===== src/rtl/uart_byte_receiver.sv =====
// UART 8N1 byte receiver: two-flop input synchronizer, mid-bit sampling
// framer, and registered good-byte / framing-error strobes.
module uart_byte_receiver #(
  parameter int unsigned CLKFRQ   = 100000000,
  parameter int unsigned BAUDRATE = 9600
) (
  input  logic       clk,
  input  logic       reset,
  input  logic       rx,
  output logic [7:0] data,
  output logic       receiveAll,
  output logic       frameError,
  output logic       busy
);

  localparam int unsigned DIV  = CLKFRQ / BAUDRATE;
  localparam int unsigned HALF = DIV / 2;
  localparam int unsigned CntW = $clog2(DIV);

  localparam logic [CntW-1:0] CntFull = CntW'(DIV - 1);
  localparam logic [CntW-1:0] CntHalf = CntW'(HALF - 1);

  // Below four clocks per bit the half-bit point and counter width break down.
  if (DIV < 4) begin : genBadConfig
    $error("uart_byte_receiver: CLKFRQ/BAUDRATE must be at least 4");
  end

  typedef enum logic [2:0] {
    StIdle,
    StStart,
    StData,
    StStop,
    StBreak
  } stateType;

  stateType        state;
  logic [CntW-1:0] cnt;
  logic [2:0]      idx;
  logic [7:0]      sh;
  logic            rxSync;
  logic            rxS;

  // Two-flop synchronizer; idles high so reset never looks like a start bit.
  always_ff @(posedge clk) begin
    if (reset) begin
      rxSync <= 1'b1;
      rxS    <= 1'b1;
    end else begin
      rxSync <= rx;
      rxS    <= rxSync;
    end
  end

  // Framing FSM with registered strobes; cnt is zeroed on every state change.
  always_ff @(posedge clk) begin
    if (reset) begin
      state      <= StIdle;
      cnt        <= '0;
      idx        <= '0;
      sh         <= '0;
      data       <= '0;
      receiveAll <= 1'b0;
      frameError <= 1'b0;
    end else begin
      receiveAll <= 1'b0;
      frameError <= 1'b0;
      case (state)
        StIdle: begin
          cnt <= '0;
          if (!rxS) begin
            state <= StStart;
          end
        end
        StStart: begin
          if (cnt == CntHalf) begin
            cnt <= '0;
            if (!rxS) begin
              state <= StData;
              idx   <= '0;
            end else begin
              // Start bit vanished before mid-bit: a glitch, not a frame.
              state <= StIdle;
            end
          end else begin
            cnt <= cnt + 1'b1;
          end
        end
        StData: begin
          if (cnt == CntFull) begin
            cnt <= '0;
            sh  <= {rxS, sh[7:1]};
            idx <= idx + 1'b1;
            if (idx == 3'd7) begin
              state <= StStop;
            end
          end else begin
            cnt <= cnt + 1'b1;
          end
        end
        StStop: begin
          if (cnt == CntFull) begin
            cnt <= '0;
            if (rxS) begin
              data       <= sh;
              receiveAll <= 1'b1;
              state      <= StIdle;
            end else begin
              frameError <= 1'b1;
              state      <= StBreak;
            end
          end else begin
            cnt <= cnt + 1'b1;
          end
        end
        StBreak: begin
          // Hold off until the line is idle so a break cannot re-trigger.
          cnt <= '0;
          if (rxS) begin
            state <= StIdle;
          end
        end
        default: begin
          state <= StIdle;
          cnt   <= '0;
        end
      endcase
    end
  end

  // Busy is a pure decode of the state register.
  always_comb begin
    busy = (state != StIdle);
  end

endmodule


===== config.mk =====
export PLATFORM = sky130hd
export DESIGN_NAME = uart_byte_receiver
export DESIGN_NICKNAME = d
export VERILOG_FILES = /design/src/rtl/uart_byte_receiver.sv
export SDC_FILE = /design/constraint.sdc
export NUM_CORES = 1
export LEC_CHECK = 0
export ABC_AREA = 1
export CAP_MARGIN = 20
export CORE_ASPECT_RATIO = 1.2
export CORE_MARGIN = 1.5
export CORE_UTILIZATION = 60
export CTS_BUF_LIST = sky130_fd_sc_hd__clkbuf_4 sky130_fd_sc_hd__clkbuf_8
export CTS_CLUSTER_DIAMETER = 60
export DETAILED_ROUTE_END_ITERATION = 10
export PLACE_DENSITY_LB_ADDON = 0.15
export SETUP_SLACK_MARGIN = 0.2
export SYNTH_ARGS = -nofsm -noshare
export SYNTH_HDL_FRONTEND = slang
export SYNTH_SLANG_ARGS = --single-unit

===== constraint.sdc =====
create_clock -name clk -period 1.8 [get_ports clk]
set_input_delay 0.27 -clock clk [delete_from_list [all_inputs] [get_ports clk]]
set_output_delay 0.27 -clock clk [all_outputs]
set_load 0.05 [all_outputs]

==> flow_metrics.tcl, run 1 <==
set metrics [dict create \
    path_delay_family "buffers and inverters" \
    path_buf_inv 1 \
    p_per_area_nw_per_um2 766 \
    critical_path_class "reg2out" \
    swShare_pct 30.5 \
    hold_class "reg2reg" \
    cts-root-buf "clkbuf_4" \
    worst_setup_path_end_kind "output port" \
    drt_wl_total_um 3360 \
    clock-sinks 40 \
    drt_iter0_markers 30 \
    clock.fmax_ghz 0.672 \
    drv_cap 0 \
    placed_cells 318 \
    hold_end "rxS" \
    first_pass_iters 4 \
    p_sw_uw 500 \
    finalSetupTns_ns 0 \
    instances_no_fill 329 \
    worstRegToRegCells 8 \
    crit_path_top_delay_cell "dlygate4sd2_1" \
    std_cell_rows 22 \
    final_max_slew_viol_count 0 \
    grt_max_degree 23 \
    worstReg2RegStart "cnt[0]" \
    cp.depth 1 \
    r2r_slack_ns 0.35 \
    cts_made_buffers 5 \
    worst_pin_slew_ns 0.482 \
    fp.dieArea_um2 3480 \
    synth_top_area_cell "dfxtp_1" \
    cp_slowest_stage_delay_ns 0.52 \
    viasPerCell 4.84 \
    coreArea_um2 3030 \
    grt_pass1_wl_um 5660 \
    htreeDepth 2 \
    cts_buffer_depth 2 \
    track_usage_pct 21.8 \
    syn_nets 276 \
    p_leak_nw 0.991 \
    drtAntennaViolNets 0 \
    synthTopCellsByArea "dfxtp_1, nand2_1, nor2_1, inv_1, a21oi_1" \
    seq_area_frac_synth_pct 42.6 \
    pin_count 14 \
    skew_ns 0.00236 \
    worstHoldStart "rxSync" \
    syn_area_per_cell_um2 6.96 \
    vdd.ir_drop.worst_v 0.000589 \
    ys_warn_count 0 \
    dr_wl_met3_um 107 \
    rsz0062_at_grt "true" \
    synth_seq_cells 40 \
    wl_met2_um 1540 \
    insertedDiodeCount 0 \
    num_vias 1591 \
    die_y_um 64.3 \
    status "complete, no violations" \
    antenna_found_initial 0 \
    synth_top_area_share_pct 42.6 \
    gp_congestion 0.886 \
    arrival_ns 1.22 \
    netlist_instances 270 \
    post-route-min-period_ns 1.49 \
    nFillCells 286 \
    path_cells "dlygate4sd2_1" \
    drc 0 \
    top_layer_used "met4" \
    portBuffers 13 \
    clkPwrFrac_pct 26.8 \
    start_kind "register" \
    clkLatencyLatePin_ns 0.35 \
    wl_per_cell_um 10.2 \
    ys_types 25 \
    final_layout_size_suffix_gt1_share_pct 15.0 \
    cts_tree "yes" \
    p_seq_share_pct 57.0 \
    critPathRequiredTime_ns 1.53 \
    chipWidth_um 54.1 \
    max_slew_margin_pct 68.0 \
    hold_viol 0 \
    combinationalPowerShare_pct 16.2 \
    layout-area-overhead-vs-synth_pct 13.8 \
    grt-ovfl-total 0 \
    dpl.hpwl_um 2390 \
    clk_pin_slew_ns 0.12 \
    cp_max_fo 2 \
    met1_length_um 1640 \
    syn_area_um2 1880 \
    nNetsFinal 299 \
    start_util_pct 62.1 \
    hold_depth 1 \
    grt_pass1_vias 1399 \
    rr_endpoint "data[6]" \
    intPower_mw 1.14 \
    setup_violations 0 \
    post-route-period-util_pct 82.7 \
]
[stage by stage]
stage               cell area [um2]  util (%)  hold WS, ns  power [mW]  worst slack (ns)
global placement               2030      67.2        0.392        1.20             0.259
detailed placement             2030      67.2        0.399        1.20             0.206
global route                   2140      70.7        0.464        1.72             0.191
floorplan                      1880         -        0.342        1.14             0.369
CTS                            2070      68.5        0.421        1.63             0.212
finish                         2140      70.7        0.429        1.64             0.312
[power by group through the flow]
stage / clock (mW) / sequential (mW) / combinational (mW)
CTS: 0.452 / 0.933 / 0.245
floorplan: 0 / 0.948 / 0.195
global placement: 0 / 0.952 / 0.245
detailed placement: 0 / 0.953 / 0.245
global route: 0.482 / 0.937 / 0.300
finish: 0.440 / 0.934 / 0.266
[logic make-up after synthesis]
| logic type | count (synthesis) | share of synthesized area [%] |
|---|---|---|
| simple gates | 143 | 34.0 |
| flops | 40 | 42.6 |
| fa+ha+maj | 3 | 2.00 |
| xor+xnor | 4 | 1.86 |
| compound gates | 27 | 7.52 |
| buf+inv | 53 | 12.1 |
[area by class of cell]
cell class	instances	area, um2	share of cell area [%]
tap	36	45.0	2.11
sequential	40	805	37.6
clock inverter	2	12.5	0.585
multi-input combinational	177	886	41.4
timing repair buffer	20	168	7.84
inverter	49	186	8.71
clock buffer	5	37.5	1.75
[how the worst max path moves through the flow]
stage            start  endpoint  slack (ns)
2_1_floorplan   cnt[0]   data[1]        0.37
3_3_place_gp    cnt[0]     sh[2]        0.26
3_5_place_dp    cnt[0]     sh[1]        0.21
4_1_cts         cnt[0]     sh[0]        0.21
5_1_grt         cnt[1]  state[1]        0.19
6_report       data[7]   data[7]        0.31
[repair_timing]
action | CTS | global route
setup buffers | 0 | 4
hold buffers | 0 | 0
resized for setup | 11 | 14
endpoints found under the setup margin | 12 | 36
[flip-flops by register name (all words and copies together), names as in the netlist]
name	flops
state	3
receiveAll	1
data	8
frameError	1
rxSync	1
idx	3
rxS	1
cnt	14
sh	8
[placed cells by master (no fill, tap or decap)]
master           netlist  final
nor3_1                 8      8
dfxtp_2                0      3
ha_4                   0      1
buf_4                  0      8
dlygate4sd2_1          0     10
o21ai_2                1      1
inv_4                  1      1
or2_2                  2      2
nand2_2                4      5
xor2_1                 4      4
o31ai_1                1      1
inv_1                 47     46
clkinvlp_4             0      1
clkbuf_4               0      5
nand2_4                0      1
nand4_1                3      3
nand3_2                2      3
nor3_2                 2      2
a21oi_1               13     12
dfxtp_1               40     37
clkdlybuf4s50_1        0      2
nor2_4                 1      1
nor2_2                 4      5
nand3_4                1      1
nor2_1                49     48
o21ai_0               12      9
inv_2                  1      2
nand2_1               57     55
o21ai_1                0      3
a21oi_2                0      1
ha_1                   3      2
nand3_1               10      9
clkinv_2               0      1
[synth_stat cells]
master and count:
dfxtp_1 40, nor2_1 49, inv_2 1, nand2_2 4, inv_1 47, o21ai_0 12, clkbuf_8 1, ha_1 3
xor2_1 4, or2_2 2, o21ai_2 1, nor3_2 2, clkbuf_1 1, inv_4 1, nand3_2 2, nand2_1 57
a21oi_1 13, nand3_4 1, o31ai_1 1, buf_6 2, nor2_2 4, nand4_1 3, nor3_1 8, nor2_4 1
nand3_1 10
[routing by layer]
| metal | GRT usage (%) | vias to the layer above |
|---|---|---|
| li1 | - | 873 |
| met1 | 27.0 | 686 |
| met2 | 33.8 | 24 |
| met3 | 6.31 | 8 |
| met4 | 10.3 | 0 |
| met5 | 0 | - |
No activity file was read; power rests on OpenSTA's default activity.
==> run 2: changes to the inputs <==
CORE_UTILIZATION = 54   (was 60)
clock period = 1.25 ns   (was 1.8 ns; I/O delays follow)
==> run 2 against run 1 <==
  * The flow now finishes with violations (negative setup slack)
  * Flip-flop and latch count unchanged
  * Register-to-register slack got worse by 0.74 ns
  * First-iteration DRC count increased to 5.2 times the previous value
  * Clock power increased by 120%
  * Cell area increased by 43%
  * Worst hold slack improved by 0.018 ns
  * Cell count increased by 14%
  * Sequential power increased by 46%
  * Core utilization increased by 21 points
  * Global-route usage increased by 4.7 points
  * Largest power group unchanged
==> flow_metrics.tcl, run 2 (synthesized netlist as in run 1, its figures left out) <==
set metrics [dict create \
    p_sw_uw 965 \
    grt_max_degree 18 \
    fp.dieArea_um2 3840 \
    arrival_ns 1.83 \
    portBuffers 13 \
    combinationalPowerShare_pct 22.6 \
    drc 0 \
    final_layout_size_suffix_gt1_share_pct 49.6 \
    p_seq_share_pct 45.4 \
    clk_pin_slew_ns 0.09 \
    post-route-min-period_ns 1.64 \
    vdd.ir_drop.worst_v 0.00113 \
    nFillCells 128 \
    std_cell_rows 23 \
    setup_violations 38 \
    layout-area-overhead-vs-synth_pct 62.8 \
    drt_wl_total_um 6810 \
    hold_viol 0 \
    regMostFlops "cnt" \
    post-route-period-util_pct 131 \
    cts_made_buffers 5 \
    final_core_util_pct 91.7 \
    num_vias 2094 \
    clkLatencyLatePin_ns 0.30 \
    cts-root-buf "clkbuf_8" \
    chipWidth_um 56.9 \
    drtAntennaViolNets 0 \
    swShare_pct 32.2 \
    dp_slack_ns -0.282 \
    grt_pass1_wl_um 7850 \
    p_leak_nw 1.27 \
    grt-ovfl-total 0 \
    crit_path_top_delay_cell "dfxtp_1" \
    antenna_found_initial 0 \
    drt_iter0_markers 156 \
    largest_register_ffs 14 \
    cts_buffer_depth 2 \
    critical_path_class "reg2reg" \
    p_per_area_nw_per_um2 978 \
    wl_per_cell_um 18.1 \
    cp_slowest_stage_delay_ns 0.33 \
    status "complete, but fails checks" \
    clock-sinks 40 \
    clkPwrFrac_pct 31.9 \
    critPathRequiredTime_ns 1.44 \
    cts_tree "yes" \
    insertedDiodeCount 0 \
    final_max_slew_viol_count 0 \
    drv_cap 0 \
    path_cells "nor2_1 -> nand2_1 -> nor2_4 -> nand2_4 -> clkinv_8 -> buf_6 -> nand2_8 -> o21ai_4 -> a21oi_2" \
    cp_max_fo 8 \
    final_cell_mix "inv_1, buf_4, nand2_1" \
    fin_ws_ns -0.391 \
    start_util_pct 56.3 \
    start_kind "register" \
    htreeDepth 2 \
    hold_class "reg2reg" \
    violations "negative setup slack" \
    dpl.hpwl_um 2750 \
    clock.fmax_ghz 0.609 \
    grt_pass1_vias 1764 \
    nNetsFinal 344 \
    max_slew_margin_pct 68.5 \
    viasPerCell 5.57 \
    rsz0062_at_grt "true" \
    first_pass_iters 5 \
    pin_count 14 \
    gp_congestion 0.847 \
    worst_setup_path_end_kind "register" \
    worst_pin_slew_ns 0.470 \
    layout_commonest_cell "inv_1" \
    intPower_mw 2.03 \
    track_usage_pct 26.5 \
    top_regs "cnt (14), data (8), sh (8)" \
    coreArea_um2 3340 \
    skew_ns 0.00612 \
    cts_hold_buf 0 \
    die_y_um 67.6 \
]
==> run 2: area by class of cell <==
type                    count  area [um2]  area share (%)
repair buffers             62         631            20.6
flip-flops and latches     40         818            26.7
clock buffers               6        82.6            2.70
inverters                  49         200            6.54
clock inverters             2        15.0           0.491
multi-input cells         180        1270            41.4
well taps                  37        46.3            1.51
==> run 2: metal layers <==
layer / routed length, um / part of all wire [%] / global-route usage, % / vias up
met5: 0 / 0 / 0 / -
met4: 312 / 4.6 / 9.01 / 0
met3: 290 / 4.3 / 5.56 / 31
met2: 3690 / 54 / 50.1 / 82
met1: 2520 / 37 / 29.4 / 1013
li1: - / - / - / 968
==> run 2: path summary, 6_finish.rpt <==
kind / slack [ns] / start / cells past startpoint / endpoint
setup / recovery: -0.39 / cnt[8] / 9 / sh[6]
hold / removal: 0.45 / rxSync / 1 / rxS
setup reg to reg: -0.39 / cnt[8] / 9 / sh[6]
hold reg to reg: 0.45 / rxSync / 1 / rxS
==> run 2: what timing repair did <==
item | 4_1_cts | 5_1_grt
hold endpoints to repair | 0 | 0
pin swaps | 17 | 21
buffers inserted | 6 | 8
gates cloned | 3 | 0
gates resized for setup | 53 | 64
endpoints found under the setup margin | 39 | 42
==> run 2: critical path: cells and delay by family (launching register included) <==
family	cells	cell delay, ns
and+or+nand+nor	5	0.76
DFF	1	0.33
buffers and inverters	2	0.21
AOI/OAI and AO/OA	2	0.22
==> run 2: power groups by stage <==
stage	Clock (mW)	Combinational [mW]	Sequential, mW
2_1_floorplan	0	0.288	1.37
3_3_place_gp	0	0.467	1.37
3_5_place_dp	0	0.468	1.37
4_1_cts	0.939	0.553	1.35
5_1_grt	0.998	0.719	1.36
6_report	0.956	0.677	1.36
==> run 2: through the flow <==
step           cell area [um2]  instances  hold WS (ns)  power [mW]  TNS, ns
6_report                  3060        376         0.447        2.99   -10.93
5_1_grt                   3060        376         0.454        3.08   -12.59
4_1_cts                   2770        368         0.426        2.84    -4.36
3_5_place_dp              2420        351         0.406        1.84    -6.81
3_3_place_gp              2420        351         0.394        1.84    -6.35
2_1_floorplan             1910        270         0.260        1.65   -0.343
==> run 3: changes to the inputs <==
SLEW_MARGIN = 20   (was not set)
==> results of run 3 <==
Same layout as run 2: the final DEF is identical, and so are final timing and power.
==> RTL edit (flow settings as in run 3) <==
The parameter `BAUDRATE` goes from 9600 to 4800.
--- a/src/rtl/uart_byte_receiver.sv
+++ b/src/rtl/uart_byte_receiver.sv
@@ -2,7 +2,7 @@
 // framer, and registered good-byte / framing-error strobes.
 module uart_byte_receiver #(
   parameter int unsigned CLKFRQ   = 100000000,
-  parameter int unsigned BAUDRATE = 9600
+  parameter int unsigned BAUDRATE = 4800
 ) (
   input  logic       clk,
   input  logic       reset,
Check against the original RTL: same outputs for any inputs over 10 cycles, from zero or initial values and one cycle with reset high; that may be too few to reach the edited logic, so the function may still have changed.
==> RTL edit against run 3 <==
The flow still finishes with violations (negative setup slack); area after synthesis is 6.1% higher; hold slack worse by 0.0043 ns; design area is 1.5% higher; worst setup slack better by 0.099 ns; sequential cell count is 1 higher; global-route usage is 1.5 points higher; routed wire length is 16% lower; critical endpoint is now sh[5]; largest cell class unchanged; highest routed layer unchanged.
Power is not compared: it rests on default switching activity, and its combinational part moved more than twofold at a synthesized area within 25%.
==> RTL edit: results (changes against run 3) <==
hold_slack_ns: 0.4428  # -0.004269 ns
place_area_um2: 2689  # +11%
cts_buffer_depth: 2  # unchanged
synthCells: 283  # +4.8%
finalSetupTns_ns: -9.208  # +1.719 ns
worst_slack_ns: -0.2920  # +0.09905 ns
finalSetupViolCount: 40  # +5.3%
grt_antenna_before_repair: 0  # unchanged
gr-usage-met3_pct: 6.157  # +0.60 points
top_regs: "cnt x15, data x8, sh x8"
hold_path_class: "reg2reg"
gp_congestion: 0.8696  # +2.6%
synth_flop_cell: "dfxtp_1"
ys_types: 25  # unchanged
initialDrtViolationCount: 161  # +3.2%
use_met2_pct: 52.06  # +1.9 points
wirelength_mm: 5.733  # -16%
grt_pass1_vias: 2105  # +19%
grt_pass1_wl_mm: 8.673  # +10%
grt_usage_pct: 27.98  # +1.5 points
worst_path_max_delay_cell: "dfxtp_4"
seq_area_frac_synth_pct: 41.18  # -1.4 points
slowest_delay_ns: 0.37  # +0.04 ns
ys_top_cells_by_area: "dfxtp_1 (41%), nor2_1 (13%), nand2_1 (11%)"
place_hpwl_mm: 3.469  # +26%
firstDrtPassIters: 4  # -1
relSlewSlack_pct: 76.68  # +8.2 points
grt_max_degree: 20  # +2
syn_nets: 290  # +5.1%
use_met1_pct: 28.10  # -1.3 points
outcome: "finished with violations"
via_per_inst: 5.182  # -7.0%
placed_cells: 379  # +8.0%
synthTopCellsByCount: "nor2_1 (69), nand2_1 (61), dfxtp_1 (41), inv_1 (35), nor2_2 (13)"
htree_levels: 2  # unchanged
skew_ns: 0.003827  # -0.002288 ns
layout-drive-gt1-share_pct: 43.70  # -5.9 points
violations: "negative setup slack"
finalNetCount: 363  # +5.5%
cp_max_fo: 8  # unchanged
worstPathArrival_ns: 1.77  # -0.06 ns
fin_cells: 396  # +5.3%
[RTL edit: cell count changes after synthesis, sizes merged, moves of 3 or more]
cell   change
a21oi     -13
inv       -12
nand2      +4
nor2      +30
nor3       -5
o21ai      -4
xnor2      +3
xor2       +5
[RTL edit: final timing paths]
check / startpoint / end / cells after the start
worst max-delay path: cnt[0] / sh[5] / 11
worst min-delay path: rxSync / rxS / 1
worst max register to register: cnt[0] / sh[5] / 11
worst min register to register: rxSync / rxS / 1
[RTL edit: area by class of cell]
| cell class | instances | area (µm²) |
|---|---|---|
| clock buffer | 5 | 68.82 |
| clock inverter | 3 | 46.29 |
| fill | 174 | 467.9 |
| inverter | 37 | 141.4 |
| multi-input combinational | 202 | 1247 |
| sequential | 41 | 839.6 |
| tap | 39 | 48.80 |
| timing repair buffer | 69 | 713.2 |
[RTL edit: power by group through the flow]
stage                     sequential [µW]  combinational (µW)  clock (µW)
after global placement               1470                1320           0
final                                1470                1790        1080
after CTS                            1460                1570        1090
after global routing                 1480                1920        1140
after detailed placement             1480                1350           0
after floorplan                      1470                 765           0
[RTL edit: cells by family (layout without fill, tap and decap cells)]
group	count (synthesis)	after routing	synth area share (%)
flops	41	41	41.18
simple gates	174	175	39.05
fa+ha+maj	4	4	2.511
compound gates	11	11	3.829
xor+xnor	12	12	5.274
buf+inv	41	114	8.161
[RTL edit: metal layers]
layer	share of wire (%)	routed length [µm]
met4	3.7	212
met2	56	3222
met5	0	0
met1	36	2059
met3	4.2	239
[RTL edit: timing repair]
| item | in CTS | in global routing |
|---|---|---|
| cloned | 1 | 0 |
| hold buffers | 0 | 0 |
| setup buffers | 6 | 2 |
| hold endpoints to repair | 0 | 0 |
| resized for setup | 45 | 26 |
| endpoints found under the setup margin | 40 | 46 |
| pin swaps | 21 | 14 |
